[config.mk]
export PLATFORM = sky130hd
export DESIGN_NAME = neureka_bitserial_column
export DESIGN_NICKNAME = d
export VERILOG_FILES = /design/src/rtl/neureka_bitserial_column_pkg.sv /design/src/rtl/neureka_bitserial_column_popsum.sv /design/src/rtl/neureka_bitserial_column.sv
export SDC_FILE = /design/constraint.sdc
export NUM_CORES = 1
export LEC_CHECK = 0
export ABC_CLOCK_PERIOD_IN_PS = 5750
export CORE_MARGIN = 3
export CORE_UTILIZATION = 43
export DETAILED_ROUTE_END_ITERATION = 10
export GPL_TIMING_DRIVEN = 0
export PLACE_DENSITY_LB_ADDON = 0.15
export SETUP_SLACK_MARGIN = 0.5
export SYNTH_ARGS = -nofsm -noshare
export SYNTH_HDL_FRONTEND = slang
export SYNTH_SLANG_ARGS = --single-unit
[constraint.sdc]
create_clock -name clk_gated -period 5.75 [get_ports clk_gated]
set_input_delay 0.8625 -clock clk_gated [delete_from_list [all_inputs] [get_ports clk_gated]]
set_output_delay 0.8625 -clock clk_gated [all_outputs]
set_load 0.01 [all_outputs]
[src/rtl/neureka_bitserial_column_pkg.sv]
// Shared constants and FSM state type for the bit-serial column datapath.
package neureka_package;

  localparam int NEUREKA_QW_MAX = 8;

  typedef enum logic [1:0] {
    IDLE  = 2'd0,
    ACCUM = 2'd1,
    OUT   = 2'd2
  } bitserial_col_state_t;

endpackage

[src/rtl/neureka_bitserial_column_popsum.sv]
// Combinational lane reduction: sums the activations of lanes whose weight bit
// and enable are both set, sized so that no lane count can overflow.
module neureka_column_popsum #(
  parameter int COLUMN_SIZE = 9,
  parameter int QA_IN       = 8,
  localparam int PSUM_W     = QA_IN + $clog2(COLUMN_SIZE)
) (
  input  logic [COLUMN_SIZE*QA_IN-1:0] act,
  input  logic [COLUMN_SIZE-1:0]       wbit,
  input  logic [COLUMN_SIZE-1:0]       mask,
  output logic [PSUM_W-1:0]            plane_sum
);

  always_comb begin
    plane_sum = '0;
    for (int i = 0; i < COLUMN_SIZE; i++) begin
      if (wbit[i] && mask[i]) begin
        plane_sum = plane_sum + PSUM_W'(act[i*QA_IN +: QA_IN]);
      end
    end
  end

endmodule

[src/rtl/neureka_bitserial_column.sv]
// Bit-serial column: accumulates one weight bit-plane per handshake (LSB first)
// and presents the signed column result once all planes have been consumed.
module neureka_bitserial_column
  import neureka_package::*;
#(
  parameter int COLUMN_SIZE = 9,
  parameter int QA_IN       = 8,
  parameter int QW_MAX      = NEUREKA_QW_MAX,
  localparam int PSUM_W     = QA_IN + $clog2(COLUMN_SIZE),
  localparam int ACC_W      = PSUM_W + QW_MAX + 1,
  localparam int QW_W       = $clog2(QW_MAX) + 1
) (
  input  logic                         clk_gated,
  input  logic                         rst_ni,
  input  logic                         clear_i,
  input  logic [COLUMN_SIZE*QA_IN-1:0] act_data_i,
  input  logic                         act_valid_i,
  output logic                         act_ready_o,
  input  logic [COLUMN_SIZE-1:0]       wbit_i,
  input  logic                         wbit_valid_i,
  output logic                         wbit_ready_o,
  input  logic [COLUMN_SIZE-1:0]       enable_mask_i,
  input  logic [QW_W-1:0]              qw_i,
  input  logic                         signed_w_i,
  output logic [ACC_W-1:0]             pres_data_o,
  output logic                         pres_valid_o,
  input  logic                         pres_ready_i,
  output logic                         busy_o
);

  localparam int K_W = (QW_MAX > 1) ? $clog2(QW_MAX) : 1;
  localparam logic [QW_W-1:0] QW_MAX_V = QW_W'(QW_MAX);

  bitserial_col_state_t state;
  logic [ACC_W-1:0]  acc;
  logic [K_W-1:0]    k;
  logic [QW_W-1:0]   qw_q;
  logic              signed_q;

  logic [PSUM_W-1:0] plane_sum;
  logic [QW_W-1:0]   qw_sat;
  logic [QW_W-1:0]   qw_eff;
  logic              sign_eff;
  logic [K_W-1:0]    k_cur;
  logic              in_idle;
  logic              accepting;
  logic              handshake;
  logic              last_plane;
  logic [ACC_W-1:0]  term;
  logic [ACC_W-1:0]  acc_base;
  logic [ACC_W-1:0]  acc_next;

  neureka_column_popsum #(
    .COLUMN_SIZE(COLUMN_SIZE),
    .QA_IN      (QA_IN)
  ) i_popsum (
    .act      (act_data_i),
    .wbit     (wbit_i),
    .mask     (enable_mask_i),
    .plane_sum(plane_sum)
  );

  always_comb begin
    qw_sat = qw_i;
    if (qw_i == '0) begin
      qw_sat = QW_W'(1);
    end else if (qw_i > QW_MAX_V) begin
      qw_sat = QW_MAX_V;
    end
  end

  // In IDLE the op parameters come straight from the inputs; afterwards the sampled copies rule.
  assign in_idle    = (state == IDLE);
  assign accepting  = rst_ni & (in_idle | (state == ACCUM));
  assign qw_eff     = in_idle ? qw_sat : qw_q;
  assign sign_eff   = in_idle ? signed_w_i : signed_q;
  assign k_cur      = in_idle ? '0 : k;
  assign last_plane = (QW_W'(k_cur) == (qw_eff - QW_W'(1)));
  assign handshake  = act_valid_i & wbit_valid_i & accepting;

  assign term     = ACC_W'(plane_sum) << k_cur;
  assign acc_base = in_idle ? '0 : acc;
  assign acc_next = (sign_eff && last_plane) ? (acc_base - term) : (acc_base + term);

  assign wbit_ready_o = act_valid_i & accepting;
  assign act_ready_o  = wbit_valid_i & accepting & last_plane;
  assign pres_data_o  = acc;
  assign pres_valid_o = (state == OUT);
  assign busy_o       = (state != IDLE);

  always_ff @(posedge clk_gated or negedge rst_ni) begin
    if (!rst_ni) begin
      state    <= IDLE;
      acc      <= '0;
      k        <= '0;
      qw_q     <= '0;
      signed_q <= 1'b0;
    end else if (clear_i) begin
      state    <= IDLE;
      acc      <= '0;
      k        <= '0;
      qw_q     <= '0;
      signed_q <= 1'b0;
    end else begin
      case (state)
        IDLE, ACCUM: begin
          if (handshake) begin
            acc <= acc_next;
            if (in_idle) begin
              qw_q     <= qw_sat;
              signed_q <= signed_w_i;
            end
            if (last_plane) begin
              state <= OUT;
              k     <= '0;
            end else begin
              state <= ACCUM;
              k     <= k_cur + K_W'(1);
            end
          end
        end
        OUT: begin
          if (pres_ready_i) begin
            state <= IDLE;
          end
        end
        default: state <= IDLE;
      endcase
    end
  end

endmodule

Word-level counts from Yosys, hierarchy flattened
Index checks and enable logic that the tools add are counted.
{"block": "word_totals", "regBits": 31, "wordCells": 83}
{"block": "classes", "n_addsub": 12, "order_cmp": 1, "n_eq_ne": 5, "shifts": 1, "muxes": 34, "bitwise": 7, "reduce_logical": 18}
{"cell": "2-to-1 mux 21 bit", "n": 5}
{"cell": "2-to-1 mux 12 bit", "n": 8}
{"cell": "adder 12 x 8 -> 12 bit", "n": 7}
{"cell": "2-to-1 mux 4 bit", "n": 6}
{"cell": "adder 21 bit", "n": 1}
{"cell": "<< shifter 12 x 3 -> 21 bit", "n": 1}
{"cell": "subtractor 21 bit", "n": 1}
{"cell": "2-to-1 mux 3 bit", "n": 5}
{"cell": "logical AND 1 bit", "n": 10}
{"cell": "adder 8 x 8 -> 9 bit", "n": 1}
{"cell": "2-to-1 mux 2 bit", "n": 4}
{"cell": "2-to-1 mux 8 bit", "n": 1}
{"cell": "bitwise AND 1 bit", "n": 6}
{"cell": "nonzero test 2 bit", "n": 3}
{"cell": "== test 3 x 4 -> 1 bit", "n": 1}
{"cell": "> comparator 4 bit, second input constant", "n": 1}
{"cell": "logical NOT 4 bit", "n": 1}
{"cell": "2-to-1 mux 1 bit", "n": 4}
{"cell": "one-hot mux 2 bit (2 select lines)", "n": 1}
{"cell": "AND reduction 2 bit", "n": 2}
{"cell": "subtractor 4 x 1 -> 4 bit, second input constant", "n": 1}
{"cell": "adder 3 x 1 -> 3 bit, second input constant", "n": 1}
{"cell": "inequality test 3 x 2 -> 1 bit, second input constant", "n": 1}
{"cell": "inequality test 3 bit, second input constant", "n": 1}
{"cell": "5 further kinds", "n": 5}

Depth between registers and ports, before layout
{"block": "depth", "word_depth": 24, "mapped_depth": 67, "mapped_depth_nobuf": 66}

Modules after synthesis
From an unflattened synthesis, not the netlist that was laid out.
{"block": "hier_totals", "hier_cells": 1074, "area_unflattened_um2": 7940.1}
{"mod": "neureka_bitserial_column", "instances": 1, "cells_per_inst": 526, "area_each_um2": 3996.3}
{"mod": "neureka_column_popsum", "instances": 1, "cells_per_inst": 548, "area_each_um2": 3943.8}

Worst setup path before layout
Ideal clock, no wire load.
{"block": "synth_path", "path_type": "input to register", "from": "input wbit_i[0]", "to": "register acc[20], in the netlist pres_data_o[20]", "setup_time_ps": 137, "t_arrival_ps": 12622, "required_time_ps": 5613, "path_slack_ps": -7009, "stages": 63, "path_cell_list": "nand3_1 inv_1 ha_1 inv_1 fa_1 nand3b_1 o21ai_0 ha_1 a21o_1 a211oi_1 nor3_1 or2_2 ha_1 xor2_1 mux2_2 ha_1 o31ai_1 a21oi_1 (+27 left out) nand3b_1 a311oi_1 a21oi_1 o21a_1 and3_1 clkbuf_1 a21oi_1 xnor2_1 ha_1 or2_2 a21oi_1 a21oi_1 a211oi_1 nor3_1 a31oi_1 mux2i_1 a2111oi_0 a31oi_1"}
{"block": "synth_via", "elab_chain_len": 24, "elab_cells_between_ends": 25, "classes_between": "add/sub: 10; shift: 1; mux: 13; reduce/logical: 1"}
{"item": "start: declaration", "line": "neureka_bitserial_column.sv:19", "source": "input logic [COLUMN_SIZE-1:0] wbit_i,"}
{"item": "logical AND 1 bit *", "line": "neureka_bitserial_column_popsum.sv:17", "source": "if (wbit[i] && mask[i]) begin"}
{"item": "2-to-1 mux 8 bit *", "line": "neureka_bitserial_column_popsum.sv:17"}
{"item": "adder 8 x 8 -> 9 bit", "line": "neureka_bitserial_column_popsum.sv:18", "source": "plane_sum = plane_sum + PSUM_W'(act[i*QA_IN +: QA_IN]);"}
{"item": "2-to-1 mux 12 bit *", "line": "neureka_bitserial_column_popsum.sv:17"}
{"item": "adder 12 x 8 -> 12 bit", "line": "neureka_bitserial_column_popsum.sv:18"}
{"item": "2-to-1 mux 12 bit *", "line": "neureka_bitserial_column_popsum.sv:17"}
{"item": "adder 12 x 8 -> 12 bit", "line": "neureka_bitserial_column_popsum.sv:18"}
{"item": "2-to-1 mux 12 bit *", "line": "neureka_bitserial_column_popsum.sv:17"}
{"item": "(+8 left out)"}
{"item": "adder 12 x 8 -> 12 bit", "line": "neureka_bitserial_column_popsum.sv:18"}
{"item": "2-to-1 mux 12 bit *", "line": "neureka_bitserial_column_popsum.sv:17"}
{"item": "<< shifter 12 x 3 -> 21 bit *", "line": "neureka_bitserial_column.sv:81", "source": "assign term = ACC_W'(plane_sum) << k_cur;"}
{"item": "adder 21 bit or subtractor 21 bit (tied branches)", "line": "neureka_bitserial_column.sv:83", "source": "assign acc_next = (sign_eff && last_plane) ? (acc_base - term) : (acc_base + term);"}
{"item": "2-to-1 mux 21 bit *", "line": "neureka_bitserial_column.sv:83"}
{"item": "2-to-1 mux 21 bit *", "line": "neureka_bitserial_column.sv:107", "source": "if (handshake) begin"}
{"item": "2-to-1 mux 21 bit *", "line": "neureka_bitserial_column.sv:105", "source": "case (state)"}
{"item": "2-to-1 mux 21 bit *", "line": "neureka_bitserial_column.sv:98", "source": "end else if (clear_i) begin"}
{"item": "end signal: assignment", "line": "neureka_bitserial_column.sv:108", "source": "acc <= acc_next;"}
{"item": "end: declaration", "line": "neureka_bitserial_column.sv:35", "source": "logic [ACC_W-1:0] acc;"}
Mark *: on every way between the ends. The rest lies on a longest branch, timed or not. The select of a mux whose other input is x is not followed.
A chain may end at the register's enable or synchronous reset.

Worst setup path in the final report
Same ends and word-level chain as after synthesis.

==> summary.md <==
| Metric | Value |
|---|---|
| Clock transition at path regs | 0.05 ns |
| Final Hold Fails | 0 |
| # DRC | 0 |
| Crit path max fanout | 6 |
| Detail Route Antenna Nets | 0 |
| Initial core utilization | about 44% |
| Top area cells in the synthesized netlist | ha_1, dfrtp_1, nor2_1, nand2_1, a21oi_1 |
| Post-synth top flop | dfrtp_1 |
| Crit path time final | roughly 13 ns |
| Via/cell ratio | about 6.0 |
| # IOs | between 100 and 150 |
| Die width | 149 um |
| Final cell count without fillers | around 1800 |
| Ant. Diodes | 0 |
| Fraction of layout cells with a size suffix above 1 | roughly 28% |
| Critical Path End Type | register |
| Worst-Margin Slew | ~1.1 ns |
| Comb pwr share | 81.5% |
| Average wire per standard cell | around 18 um |
| Worst skew pair latency | approximately 0.28 ns |
| Syn Std Cell Area | around 9000 um^2 |
| TritonRoute pass-1 iters | 6 |
| Hold Slack | about 0.54 ns |
| Filler Cells Inserted | 1627 |
| DIE HEIGHT | 149 um |
| Tightest Hold Check Type | reg2reg |
| CP max-delay cell | fa_2 |
| Max Slew Vio Count | 0 |
| Required time worst endpoint | 5.88 ns |
| EDFF count, synth | 0 |
| H-tree depth | 2 |
| Worst Path Arrival | between 10 and 15 ns |
| RR Startpoint | state[0]$_DFFE_PN0P_ |
| Clock power frac | between 10 and 15% |
| WHS Path Cells | 2 |
| Final instance area | between 10000 and 15000 um^2 |
| Commonest cells after routing, fill and taps aside | nor2_1, buf_4, nand2_1 |
| Global-route usage over all layers | approximately 27% |
| Failing checks | setup timing |
| Final WS setup | -7.07 ns |
| GRT overflow | 0 |
| R2r endpoint | pres_data_o[19]$_DFFE_PN0P_ |
| Yosys top cell area share | approximately an eighth |
| Sink Count | 31 |
| Wire length after detailed routing | 31700 um |
| Lkg Pwr | around 5.4 nW |
| Post-Syn Nets | roughly 1500 |
| Critical Path Start Type | primary input |
| Root Driver | clkbuf_16 |
| Post-DP Area | roughly 11000 um^2 |
| Vias | around 11000 |
| FF-to-FF path depth | 31 |
| Status | complete, but fails checks |
| Worst reg-to-reg setup slack | -1.83 ns |
| First-pass GRT wire length | approximately 50000 um |
| Initial antenna violation count | 0 |
| # setup viols final | 21 |
| Switching pwr | 1.26 mW |
| # hold bufs at CTS | 0 |
| Yosys cell types | 94 |
| Slew HR | 23.4% |
| I/O Buffers | ~130 |
| Vias in the first global route | roughly 10000 |
| Sequential share of the synthesized area | under 10% |
| Power Density | between 200 and 250 nW/um^2 |
| Switch share | 44.9% |
| Cells after DPL | roughly 1700 |
| FFs w/ async S/R, synth | 100% |
| Mean cell area of the mapped netlist | 6.93 um^2 |
| Initial DRC count | 660 |
| # Max-Cap Violations | 0 |
| # rows | 51 |
| Core area | 19700 um^2 |
| Hold EP | pres_data_o[6]$_DFFE_PN0P_ |
| Pre-CTS WS | -8.98 ns |
| CTS tree | built |
| Area growth syn-to-layout | 50.8% |
| Nets@finish | about 1700 |
| Register share of total power | 8.3% |
| Unrepaired setup endpoints after global routing | yes |
| CTS buffer count | 5 |
| Internal power | 1.55 mW |
| Cells after Synth | between 1000 and 1500 |
| Worst Skew | approximately 0.0022 ns |
| Final HPWL DP | ~22000 um |
| Die Area | around 22000 um^2 |
| Maximum vdd drop | 0.000126 V |
| Number of synthesized register bits | 31 |
| Crit-path max cell delay | approximately 0.53 ns |
| Largest net degree at the start of global routing | 34 |
| Cell taking the most area after synthesis | ha_1 |
| Most common cell after layout, fill and taps aside | nor2_1 |
| Crit Path Class | in2reg |
| Fmax | 0.0780 GHz |
| Clock Path Buffers | 2 |
| Routability cong. | roughly 0.93 |
| Fin crit share | 223% |
| HP Start | pres_data_o[6]$_DFFE_PN0P_ |
| Synth warn | 0 |
-- cells by family (layout without fill, tap and decap cells) --
family	after synthesis	in the layout	share of synthesized area (%)
AOI/OAI and AO/OA	414	414	32.2
muxes	25	25	3.42
buffers and inverters	115	382	5.12
and+or+nand+nor	516	516	28.5
DFF	31	31	8.86
adders and majority gates	98	98	14.7
xor gates and xnor gates	65	65	7.17
-- worst max-delay path, delay by kind of cell --
family	cells	cell delay [ns]
AOI/OAI and AO/OA	28	4.48
xor gates and xnor gates	5	0.87
adders and majority gates	10	3.35
buffers and inverters	7	0.64
muxes	2	0.59
and+or+nand+nor	13	2.11
-- power groups by stage --
stage	sequential, mW	clock [mW]	combinational [mW]
6_report	0.233	0.286	2.28
3_5_place_dp	0.236	0	1.57
2_1_floorplan	0.238	0	1.18
5_1_grt	0.234	0.296	2.46
4_1_cts	0.233	0.287	2.02
3_3_place_gp	0.236	0	1.54
-- how the worst max path moves through the flow --
stage / start / to / slack (ns) / depth (start not counted)
2_1_floorplan: act_data_i[2] / pres_data_o[20]$_DFFE_PN0P_ / -6.39 / 60
3_3_place_gp: wbit_i[0] / pres_data_o[20]$_DFFE_PN0P_ / -8.87 / 60
3_5_place_dp: wbit_i[0] / pres_data_o[20]$_DFFE_PN0P_ / -8.98 / 60
4_1_cts: enable_mask_i[0] / pres_data_o[20]$_DFFE_PN0P_ / -6.74 / 64
5_1_grt: wbit_i[0] / pres_data_o[20]$_DFFE_PN0P_ / -7.67 / 65
6_report: wbit_i[0] / pres_data_o[20]$_DFFE_PN0P_ / -7.07 / 65
-- cell usage after synthesis, types with 14 or more instances --
cell type	n
o21ai_0	76
xnor2_1	40
nand3_1	43
a21o_1	20
inv_1	53
a31oi_1	27
o31ai_1	15
and3_1	21
xor2_1	21
o21a_1	24
a21oi_1	91
a211oi_1	25
clkbuf_1	48
nor3_1	40
dfrtp_1	31
nor2_1	143
nand4_1	14
and2_1	34
nand2b_1	21
ha_1	87
nand2_1	128
-- area by class of cell --
cell class              instances  area (um^2)  share of cell area, %
multi-input cells            1118         9160                   69.4
inverters                      55          206                   1.56
well taps                     265          332                   2.51
repair buffers                259         2300                   17.4
clock buffers                   8          156                   1.18
plain buffers                  60          269                   2.04
flip-flops and latches         31          776                   5.88
-- routing by layer --
layer  part of all wire [%]  GRT usage [%]  vias to the layer above
li1                       -              -                     5238
met1                     42           34.0                     5026
met2                     50           48.6                      380
met3                    5.4           2.89                       69
met4                    2.5           8.22                        0
met5                      0              0                        -
-- sequential cells by signal (all words and copies together), names as in the netlist --
| signal | flops |
|---|---|
| pres_data_o | 21 |
| qw_q | 4 |
| k | 3 |
| state | 2 |
| signed_q | 1 |
-- through the flow --
| step | TNS (ns) | power [mW] | util (%) |
|---|---|---|---|
| 2_1_floorplan | -94.88 | 1.42 | - |
| 3_3_place_gp | -139.30 | 1.78 | 54.8 |
| 3_5_place_dp | -140.89 | 1.80 | 54.8 |
| 4_1_cts | -105.30 | 2.54 | 64.2 |
| 5_1_grt | -121.49 | 2.99 | 67.0 |
| 6_report | -111.18 | 2.80 | 67.0 |
-- timing repair --
action                     CTS  global route
pin swaps                  135            81
hold endpoints to repair     0             0
buffers inserted           106            28
gates resized for setup    194            71
setup endpoints to repair   21            21
Power figures use the tool's default switching activity.
